===== config.mk =====
export PLATFORM = sky130hd
export DESIGN_NAME = ysyx_040750_booth_mul_seq
export DESIGN_NICKNAME = d
export VERILOG_FILES = /design/src/rtl/ysyx_040750_mul_pkg.sv /design/src/rtl/ysyx_040750_radix4_unit.sv /design/src/rtl/ysyx_040750_booth_mul_seq.sv
export SDC_FILE = /design/constraint.sdc
export NUM_CORES = 1
export LEC_CHECK = 0
export BUFFER_PORTS_ARGS = -buffer_cell sky130_fd_sc_hd__buf_2
export CORE_AREA = 10 10 280 228
export DETAILED_ROUTE_END_ITERATION = 10
export DIE_AREA = 0 0 290 238
export MAX_ROUTING_LAYER = met4
export PLACE_DENSITY = 0.69
export SYNTH_ARGS = -nofsm -noshare
export SYNTH_HDL_FRONTEND = slang
export SYNTH_SLANG_ARGS = --single-unit
export TNS_END_PERCENT = 100

===== constraint.sdc =====
create_clock -name clk -period 5 [get_ports clk]
set_clock_uncertainty 0.1 [all_clocks]
set_input_delay 0.5 -clock clk [delete_from_list [all_inputs] [get_ports clk]]
set_output_delay 0.5 -clock clk [all_outputs]
set_load 0.01 [all_outputs]

===== src/rtl/ysyx_040750_mul_pkg.sv =====
// Shared constants and encodings for the sequential radix-4 Booth multiplier.
package ysyx_040750_mul_pkg;

  // Reference operand width; the other constants are derived from it.
  localparam int MUL_XLEN = 64;
  // Shifting multiplicand / accumulator width (65-bit operand product plus headroom).
  localparam int MUL_XW   = 2 * MUL_XLEN + 4;
  // Shifting multiplier width: {sign, ext65(b), 1'b0}.
  localparam int MUL_YW   = MUL_XLEN + 3;
  // Booth iterations needed to cover a 66-bit sign-extended multiplier.
  localparam int MUL_ITER = MUL_XLEN / 2 + 1;
  // Iteration counter width.
  localparam int CNT_W    = $clog2(MUL_ITER);

  // Controller states.
  typedef enum logic [1:0] {
    ST_IDLE = 2'd0,
    ST_CALC = 2'd1,
    ST_DONE = 2'd2
  } mul_state_e;

  // mul_signed = {a_signed, b_signed}; 2'b01 is handled like unsigned x unsigned.
  typedef enum logic [1:0] {
    MS_UU = 2'b00,
    MS_SU = 2'b10,
    MS_SS = 2'b11
  } mul_sign_e;

endpackage


===== src/rtl/ysyx_040750_radix4_unit.sv =====
// One radix-4 Booth partial-product generator: booth triplet and aligned
// multiplicand in, ones-complement term P plus its +1 carry c out.
module ysyx_040750_radix4_unit
  import ysyx_040750_mul_pkg::*;
#(
  parameter int XW = MUL_XW
) (
  input  logic [2:0]    i_booth,
  input  logic [XW-1:0] i_x,
  output logic [XW-1:0] o_p,
  output logic          o_c
);

  logic [XW-1:0] w_mag;
  logic          w_neg;

  // Decode the triplet into a magnitude (0, X or 2X) and a negate flag.
  always_comb begin
    w_mag = '0;
    w_neg = 1'b0;
    case (i_booth)
      3'b001, 3'b010: w_mag = i_x;
      3'b011:         w_mag = {i_x[XW-2:0], 1'b0};
      3'b100: begin
        w_mag = {i_x[XW-2:0], 1'b0};
        w_neg = 1'b1;
      end
      3'b101, 3'b110: begin
        w_mag = i_x;
        w_neg = 1'b1;
      end
      default: begin
        w_mag = '0;
        w_neg = 1'b0;
      end
    endcase
  end

  // Negation is split: invert here, the +1 travels out as o_c to be added by the accumulator.
  genvar gi;
  generate
    for (gi = 0; gi < XW; gi++) begin : g_inv
      assign o_p[gi] = w_mag[gi] ^ w_neg;
    end
  endgenerate

  assign o_c = w_neg;

endmodule


===== src/rtl/ysyx_040750_booth_mul_seq.sv =====
// Iterative radix-4 Booth multiplier for RV64M MUL/MULH/MULHSU/MULHU/MULW.
// One Booth triplet per cycle, up to 33 cycles, optional early finish when the
// remaining multiplier bits carry no more information.
module ysyx_040750_booth_mul_seq
  import ysyx_040750_mul_pkg::*;
#(
  parameter int EARLY_OUT = 1,
  parameter int XLEN      = MUL_XLEN
) (
  input  logic            clk,
  input  logic            rst_n,
  input  logic            flush,
  input  logic            mul_valid,
  output logic            mul_ready,
  input  logic [1:0]      mul_signed,
  input  logic            mulw,
  input  logic [XLEN-1:0] multiplicand,
  input  logic [XLEN-1:0] multiplier,
  output logic            out_valid,
  input  logic            out_ready,
  output logic [XLEN-1:0] result_hi,
  output logic [XLEN-1:0] result_lo
);

  // Internal widths follow XLEN, anchored on the package's 64-bit reference values.
  localparam int XW   = MUL_XW + 2 * (XLEN - MUL_XLEN);
  localparam int YW   = MUL_YW + (XLEN - MUL_XLEN);
  localparam int ITER = MUL_ITER + (XLEN - MUL_XLEN) / 2;
  localparam int CW   = (XLEN == MUL_XLEN) ? CNT_W : $clog2(ITER);

  mul_state_e r_state;
  mul_state_e w_state_next;
  logic       w_accept;

  logic [XW-1:0]   r_x;
  logic [XW-1:0]   r_acc;
  logic [YW-1:0]   r_y;
  logic [CW-1:0]   r_cnt;
  logic            r_mulw;
  logic [XLEN-1:0] r_res_hi;
  logic [XLEN-1:0] r_res_lo;

  // Operand conditioning for the accept cycle.
  logic            w_a_sgn;
  logic            w_b_sgn;
  logic [XLEN-1:0] w_a_op;
  logic [XLEN-1:0] w_b_op;
  logic [XLEN:0]   w_a65;
  logic [XLEN:0]   w_b65;
  logic [XW-1:0]   w_x_init;
  logic [YW-1:0]   w_y_init;

  // Per-iteration datapath.
  logic [XW-1:0] w_p;
  logic          w_c;
  logic [XW-1:0] w_acc_next;
  logic [YW-1:0] w_y_next;
  logic          w_y_flat;
  logic          w_last;

  // Word ops see the low 32 bits sign-extended and always as signed values.
  assign w_a_sgn = mulw | (mul_signed == MS_SS) | (mul_signed == MS_SU);
  assign w_b_sgn = mulw | (mul_signed == MS_SS);
  assign w_a_op  = mulw ? {{(XLEN-32){multiplicand[31]}}, multiplicand[31:0]} : multiplicand;
  assign w_b_op  = mulw ? {{(XLEN-32){multiplier[31]}}, multiplier[31:0]} : multiplier;
  assign w_a65   = {w_a_sgn & w_a_op[XLEN-1], w_a_op};
  assign w_b65   = {w_b_sgn & w_b_op[XLEN-1], w_b_op};
  assign w_x_init = {{(XW-XLEN-1){w_a65[XLEN]}}, w_a65};
  assign w_y_init = {w_b65[XLEN], w_b65, 1'b0};

  ysyx_040750_radix4_unit #(
    .XW(XW)
  ) u_radix4 (
    .i_booth(r_y[2:0]),
    .i_x    (r_x),
    .o_p    (w_p),
    .o_c    (w_c)
  );

  assign w_acc_next = r_acc + w_p + {{(XW-1){1'b0}}, w_c};
  assign w_y_next   = {{2{r_y[YW-1]}}, r_y[YW-1:2]};
  // Once the shifted multiplier is all sign bits every remaining triplet decodes to 0.
  assign w_y_flat   = (w_y_next == '0) || (w_y_next == '1);
  assign w_last     = (r_cnt == CW'(ITER - 1)) || ((EARLY_OUT != 0) && w_y_flat);

  // State register.
  always_ff @(posedge clk) begin
    if (!rst_n) begin
      r_state <= ST_IDLE;
    end else begin
      r_state <= w_state_next;
    end
  end

  // Next-state logic; flush overrides everything, including a same-cycle request.
  always_comb begin
    w_state_next = r_state;
    w_accept     = 1'b0;
    case (r_state)
      ST_IDLE: begin
        if (mul_valid) begin
          w_state_next = ST_CALC;
          w_accept     = 1'b1;
        end
      end
      ST_CALC: begin
        if (w_last) begin
          w_state_next = ST_DONE;
        end
      end
      ST_DONE: begin
        if (out_ready) begin
          w_state_next = ST_IDLE;
        end
      end
      default: w_state_next = ST_IDLE;
    endcase
    if (flush) begin
      w_state_next = ST_IDLE;
      w_accept     = 1'b0;
    end
  end

  // Datapath: load on accept, iterate in CALC, capture the result on the last iteration.
  always_ff @(posedge clk) begin
    if (!rst_n) begin
      r_x      <= '0;
      r_y      <= '0;
      r_acc    <= '0;
      r_cnt    <= '0;
      r_mulw   <= 1'b0;
      r_res_hi <= '0;
      r_res_lo <= '0;
    end else if (flush) begin
      r_acc <= '0;
      r_cnt <= '0;
    end else if (w_accept) begin
      r_x    <= w_x_init;
      r_y    <= w_y_init;
      r_acc  <= '0;
      r_cnt  <= '0;
      r_mulw <= mulw;
    end else if (r_state == ST_CALC) begin
      r_acc <= w_acc_next;
      r_x   <= r_x << 2;
      r_y   <= w_y_next;
      r_cnt <= r_cnt + 1'b1;
      if (w_last) begin
        if (r_mulw) begin
          r_res_hi <= '0;
          r_res_lo <= {{(XLEN-32){w_acc_next[31]}}, w_acc_next[31:0]};
        end else begin
          r_res_hi <= w_acc_next[2*XLEN-1:XLEN];
          r_res_lo <= w_acc_next[XLEN-1:0];
        end
      end
    end
  end

  assign mul_ready = (r_state == ST_IDLE);
  assign out_valid = (r_state == ST_DONE);
  assign result_hi = r_res_hi;
  assign result_lo = r_res_lo;

endmodule


==> qor.txt, run 1 <==
DRC violations left: 0
Adder-cell share of the synthesized area: 6.41%
Worst Hold Class: in -> reg
Compound-Gate Fraction of Synth Area: 30.0%
Post-synthesis xor/xnor area fraction: 7.72%
Fill cell count: 5,505
# IOs: 266
Routability cong.: 1.05
Port Buf Inserts: 265
Reg2reg end: result_hi[54]
Die X: 290 um
Buf+Inv Stages, Crit Path: 3
H-tree level count: 2
Synth cell types: 80
Final Setup Violations: 0
Final Hold Viols: 0
Final core occ: 59.3%
Synth async-reset ratio: 0%
CTS sink cnt: 460
Chip height: 238 um
Mapped Cells: 3,777
Layout cell share with drive strength beyond 1: 16.8%
Crit path max fanout: 12
Synth Flop Type: dfxtp_1
Main combinational cell family by area after synthesis: compound AO/OA/AOI/OAI gates
RSZ-0062 raised after global routing: true
Post-DP HPWL: 79.6 mm
Simple-gate share of the synthesized area: 18.6%
Initial antenna violation count: 5
Leakage: 13.4 nW
Syn_nets: 4,060
DP Cell Count: 4,756
Yosys top cell area share: 32.0%
Routed WL: 107 mm
Multi-input logic area: 0.0189 mm^2
Register area share after synthesis: 32.0%
Setup TNS: 0 ns
Pwr Density: 264 mW/mm^2
Combinational Power Share: 13.0%
Slew @ Worst Pin: 1.05 ns
Max Cap Viol: 0
Seq cells post-synth: 460
Hold WS: 0.0281 ns
Net Sw Frac: 28.7%
Vias in the first global route: 27,233
Row count: 79
Delay-heaviest family, CP: compound AO/OA/AOI/OAI gates
Flop pwr share: 43.3%
Period utilisation layout: 98.2%
Max Fclk: 0.204 GHz
Worst min-delay path endpoint: r_y[25]
Core area: 0.0579 mm^2
Total number of vias: 29,539
Clock network power share: 43.7%
Critical Path AT: 5.34 ns
Net Sw Power: 0.00260 W
FF-to-FF Start: r_y[1]
Commonest non-fill, non-tap cell in the layout: nand2_1
Final ANT Viol Nets: 0
Number of flops mapped to enable cells by yosys: 0
Worst Path Required: 5.43 ns
Initial Util: 49.7%
Area contributors post-synth: dfxtp_1 (32%), a21oi_1 (8.3%), nand2_1 (8.0%)
Final min period: 4.91 ns
Kind of critical path: reg -> reg
Final-report max-slew violation count: 0
Syn avg cell area: 7.63 um^2
Crit path launch: r_y[1]
VDD IR max: 0.304 mV
Clk slew on worst S/H paths: 0.06 ns
First-pass GRT wire length: 161 mm
CTS Buffer Depth: 3
Die area: 0.0690 mm^2
Crit end category: flop
Synth warn: 0
Drt wl/cell: 21.9 um
Hold path startpoint: multiplier[24]
CP dominant cell by count: buf_4
Synth-to-Final Area Change: 19.2%
Area of the mapped netlist: 0.0288 mm^2
CTS tree: built
Clock root cell: clkbuf_16
CP max-delay cell: ha_1
Tot GR Track Use: 29.5%
Most frequent cells in the layout: nand2_1 (613), a21oi_1 (471), dfxtp_1 (459), o21ai_0 (296), buf_2 (264)
WHS Path Cells: 2
Worst setup SP type: flop
Total chip power: 0.00906 W
R2r setup slk: 0.09 ns
Largest net degree at the start of global routing: 150
Largest area contributor in the netlist: dfxtp_1
Internal power component: 0.00646 W
Sequential cell area: 0.00921 mm^2
Worst-skew pair later-pin latency: 0.64 ns
CTS Buf Count: 49
Grt total ovfl: 0
Finished Layout Cells: 4,880
NumNets Final: 4,349
Status: finished, final reports clean
First-pass iteration count of the detailed router: 6
Worst path max stage delay: 0.43 ns
Crit-path cells: inv_1 -> ha_4 -> mux2_4 -> a22oi_1 -> xor2_2 -> ha_1 -> nand4_1 -> nor3_2 -> nand2_1 -> and2_1 -> a21oi_2 -> o211ai_1 -> buf_4 -> a211oi_2 -> buf_4 -> o21bai_1 -> a21oi_1 -> nor3b_1 -> a21o_1
DR vias/cell: 6.05
Max-slew headroom: 29.7%
Reg2reg path depth: 19
Iter 0 DRT Violations: 3,217
Post-synthesis mux area share: 1.01%
-- cells in the mapped netlist, drive strengths merged (20+ instances only) --
master / n
o21ai: 328
a21boi: 69
nand3: 69
inv: 58
xor2: 184
nor4: 34
nor2b: 40
o211a: 20
mux2i: 28
o21bai: 37
nor2: 190
nand4: 78
nand2: 617
a21oi: 481
dfxtp: 460
buf: 56
a21o: 61
a31oi: 43
a22o: 48
nor3: 46
ha: 146
xnor2: 70
nand2b: 20
clkbuf: 206
nor3b: 39
a22oi: 173
-- flip-flops by register name, indices dropped and copies added (netlist names) --
register   flops
r_y           67
r_acc        128
result_lo     64
r_x          128
r_cnt          6
r_mulw         1
r_state        2
result_hi     64
-- cell type report --
type	instances	share of cell area (%)
Inverter	58	0.634
Tap cell	769	2.80
Sequential cell	460	26.8
Multi-Input combinational cell	2998	55.0
Clock buffer	64	3.94
Clock inverter	26	1.11
Antenna cell	6	0.0437
Timing Repair Buffer	499	9.66
-- routing by layer --
metal	routed length [um]	global-route usage (%)	up-vias
met1	49700	41.8	13885
li1	-	-	14221
met2	44500	42.4	1259
met3	9840	5.71	174
met5	0	-	-
met4	2660	7.25	0
-- per-stage QoR --
step                cell area [um^2]  setup WS (ns)
floorplan                      28800         0.0350
CTS                            33700        0.00241
detailed placement             31800         -0.379
global route                   34300        -0.0662
finish                         34300         0.0907
global placement               31800         -0.388
-- cell families after synthesis --
logic type	after synthesis
AOI/OAI and AO/OA	1382
and+or+nand+nor	1185
DFF	460
buffers and inverters	320
xor gates and xnor gates	254
adders and majority gates	147
muxes	29
-- power groups by stage --
stage | sequential (W) | combinational [W] | clock (W)
after detailed placement | 0.00399 | 0.00111 | 0
after CTS | 0.00391 | 0.00113 | 0.00401
final | 0.00392 | 0.00117 | 0.00396
after global placement | 0.00400 | 0.00111 | 0
after global routing | 0.00393 | 0.00127 | 0.00415
after floorplan | 0.00394 | 0.000732 | 0
-- worst max path at each step --
stage,end,slack (ns),cells after the start
after floorplan,result_hi[58],0.03,19
after global placement,r_acc[111],-0.39,20
after detailed placement,r_acc[111],-0.38,20
after CTS,r_acc[123],0.002,19
after global routing,r_acc[120],-0.07,21
final,result_hi[54],0.09,19
-- what timing repair did --
| action | 4_1_cts | 5_1_grt |
|---|---|---|
| pin swaps | 1 | 18 |
| setup endpoints to repair | 21 | 122 |
| buffers inserted | 1 | 11 |
| hold buffers | 13 | 0 |
| cloned | 0 | 3 |
| resized for setup | 5 | 101 |
| endpoints found under the hold margin | 13 | 0 |
(Power assumes the default switching activity.)
==> run 2, diff against run 1 <==
ABC_AREA = 1   (was unset)
CORE_AREA = 10 10 295 240   (was 10 10 280 228)
DIE_AREA = 0 0 305 250   (was 0 0 290 238)
SLEW_MARGIN = 30   (was unset)
==> run 2 against run 1 <==
Net effect: flip-flop and latch count stayed put; register-to-register slack gained 0.14 ns; clock power fell by 4%; largest power group is now registers; sequential share of layout area down 2.7 points; synthesized cell count is 31% higher; global-route usage rose by 7.3 points.
==> qor.txt, run 2 <==
Status: finished, final reports clean (unchanged)
Max Used Layer: met4 (unchanged)
Total chip power: 0.00919 W (was 0.00906 W)
CTS tree: built (unchanged)
Post-DP HPWL: 115 mm (was 79.6 mm)
Mapped Cells: 4,944 (was 3,777)
Reg2reg end: result_hi[5] (was result_hi[54])
Die area: 0.0763 mm^2 (was 0.0690 mm^2)
Initial antenna violation count: 1 (was 5)
Core area: 0.0651 mm^2 (was 0.0579 mm^2)
Yosys top cell area share: 28.7% (was 32.0%)
Leakage: 17.7 nW (was 13.4 nW)
Kind of critical path: reg -> reg (unchanged)
Synth cell count leaders: nand2_1 (867), inv_1 (718), nor2_1 (694) (was nand2_1 (617), a21oi_1 (480), dfxtp_1 (460))
Pwr Density: 241 mW/mm^2 (was 264 mW/mm^2)
Max Cap Viol: 0 (unchanged)
Synth cell types: 61 (was 80)
Final Hold Viols: 0 (unchanged)
Final-report max-slew violation count: 0 (unchanged)
Met3 WL: 20.6 mm (was 9.84 mm)
Final ANT Viol Nets: 0 (unchanged)
Chip height: 250 um (was 238 um)
Routability cong.: 1.12 (was 1.05)
Clock root cell: clkbuf_16 (unchanged)
Reg2reg path depth: 19 (unchanged)
RSZ-0062 raised after global routing: false (was true)
Combinational Power Share: 16.3% (was 13.0%)
Syn avg cell area: 6.50 um^2 (was 7.63 um^2)
Internal power component: 0.00641 W (was 0.00646 W)
Net Sw Power: 0.00279 W (was 0.00260 W)
Synth warn: 0 (unchanged)
Total number of vias: 36,368 (was 29,539)
Max Fclk: 0.210 GHz (was 0.204 GHz)
FF-to-FF Start: r_y[0] (was r_y[1])
H-tree level count: 2 (unchanged)
Biggest regs: r_acc (128), r_x (128), r_y (67) (unchanged)
Port Buf Inserts: 265 (unchanged)
Vias in the first global route: 32,578 (was 27,233)
Area of the mapped netlist: 0.0321 mm^2 (was 0.0288 mm^2)
Row count: 84 (was 79)
Most frequent cells in the layout: nand2_1 (865), inv_1 (717), nor2_1 (691), dfxtp_1 (460), o21ai_0 (425) (was nand2_1 (613), a21oi_1 (471), dfxtp_1 (459), o21ai_0 (296), buf_2 (264))
CTS Buffer Depth: 3 (unchanged)
Worst-skew pair later-pin latency: 0.64 ns (about the same)
Largest area contributor in the netlist: dfxtp_1 (unchanged)
Hold path startpoint: multiplier[17] (was multiplier[24])
Area contributors post-synth: dfxtp_1 (29%), nand2_1 (10%), inv_1 (8.4%) (was dfxtp_1 (32%), a21oi_1 (8.3%), nand2_1 (8.0%))
First-pass GRT wire length: 211 mm (was 161 mm)
Flop pwr share: 42.3% (was 43.3%)
Worst setup SP type: flop (unchanged)
Critical Path AT: 5.19 ns (was 5.34 ns)
Clock network power share: 41.3% (was 43.7%)
WL met1: 66.8 mm (was 49.7 mm)
Initial Util: 49.4% (was 49.7%)
Routed WL: 145 mm (was 107 mm)
Tot GR Track Use: 36.8% (was 29.5%)
Layout cell share with drive strength beyond 1: 15.4% (was 16.8%)
Hold WS: 0.00813 ns (was 0.0281 ns)
Worst Path Required: 5.41 ns (was 5.43 ns)
First-pass iteration count of the detailed router: 6 (unchanged)
Final min period: 4.77 ns (was 4.91 ns)
DRC violations left: 0 (unchanged)
Max-slew headroom: 35.4% (was 29.7%)
Grt total ovfl: 0 (unchanged)
Seq cells post-synth: 460 (unchanged)
Net Sw Frac: 30.3% (was 28.7%)
CTS sink cnt: 460 (unchanged)
Metal2 WL: 53.5 mm (was 44.5 mm)
Final Setup Violations: 0 (unchanged)
Synth Flop Type: dfxtp_1 (unchanged)
NumNets Final: 5,669 (was 4,349)
VDD IR max: 0.207 mV (was 0.304 mV)
R2r setup slk: 0.23 ns (was 0.09 ns)
Slew @ Worst Pin: 0.969 ns (was 1.05 ns)
CTS Buf Count: 48 (was 49)
Clk slew on worst S/H paths: 0.07 ns (was 0.06 ns)
WHS Path Cells: 3 (was 2)
Worst min-delay path endpoint: r_y[18] (was r_y[25])
Largest net degree at the start of global routing: 167 (was 150)
Register area share after synthesis: 28.7% (was 32.0%)
# IOs: 266 (unchanged)
Crit path max fanout: 53 (was 12)
Worst Hold Class: in -> reg (unchanged)
Die X: 305 um (was 290 um)
Synth-to-Final Area Change: 18.9% (was 19.2%)
Crit end category: flop (unchanged)
Drt wl/cell: 23.0 um (was 21.9 um)
Synth async-reset ratio: 0% (unchanged)
Most common cell in the netlist: nand2_1 (unchanged)
Iter 0 DRT Violations: 4,789 (was 3,217)
Setup TNS: 0 ns (unchanged)
DR vias/cell: 5.79 (was 6.05)
Period utilisation layout: 95.4% (was 98.2%)
Commonest non-fill, non-tap cell in the layout: nand2_1 (unchanged)
Number of flops mapped to enable cells by yosys: 0 (unchanged)
Syn_nets: 5,227 (was 4,060)
## run 2: layer usage
metal,global-route usage (%),up-vias
met3,11.9,202
li1,-,17178
met5,-,-
met2,46.6,2050
met1,54.5,16938
met4,8.40,0
## run 2: repair_timing
item | CTS | global route
hold endpoints to repair | 3 | 0
gates resized for setup | 0 | 9
endpoints found under the setup margin | 0 | 54
hold buffers | 3 | 0
buffers inserted | 0 | 4
## run 2: through the flow
step / std cells / cell area [um^2] / utilization (%) / setup WS (ns)
detailed placement: 6190 / 36500 / 56.1 / 0.132
finish: 6285 / 38200 / 58.7 / 0.228
global route: 6284 / 38200 / 58.7 / 0.0389
global placement: 6190 / 36500 / 56.1 / 0.0431
floorplan: 4944 / 32100 / - / 1.22
CTS: 6280 / 38200 / 58.7 / 0.0898
## run 2: final cells by class
cell class | instances | area (um^2)
clock inverters | 25 | 302
multi-input cells | 3515 | 19300
well taps | 860 | 1080
flip-flops and latches | 460 | 9210
clock buffers | 62 | 1320
inverters | 739 | 2790
repair buffers | 622 | 4240
fillers | 6468 | 26900
diodes | 2 | 5.00
## run 2: logic make-up after synthesis
group                    synth area share [%]
flip-flops                               28.7
AND/OR/NAND/NOR                          23.8
buffers and inverters                    11.7
multiplexers                           0.0311
adder cells (fa/ha/maj)                  5.75
AO/OA/AOI/OAI                            24.8
XOR/XNOR                                 5.32
## run 2: critical path: stages (launching register included)
cell and delay [ns]:
dfxtp_1 0.39, inv_1 0.09, ha_1 0.39, inv_4 0.23, buf_12 0.29, o22ai_1 0.14
xor2_1 0.49, ha_1 0.36, a21oi_1 0.23, o21ai_0 0.17, a21oi_1 0.24, o21ai_0 0.24
buf_4 0.21, nand2_1 0.05, nand2_1 0.08, a21oi_1 0.15, buf_4 0.14, xor2_1 0.39
nand2_1 0.10, a21oi_1 0.14
## run 2: how the worst max path moves through the flow
stage	startpoint	end
floorplan	r_y[0]	r_acc[60]
global placement	r_y[0]	r_acc[94]
detailed placement	r_y[0]	result_hi[54]
CTS	r_y[0]	result_hi[54]
global route	r_y[0]	r_acc[83]
finish	r_y[0]	result_hi[5]
## run 2: power by group through the flow
stage	Sequential, W	Clock (W)	Combinational (W)
finish	0.00389	0.00380	0.00150
global route	0.00390	0.00394	0.00161
CTS	0.00389	0.00382	0.00145
detailed placement	0.00397	0	0.00143
global placement	0.00396	0	0.00142
floorplan	0.00394	0	0.000886
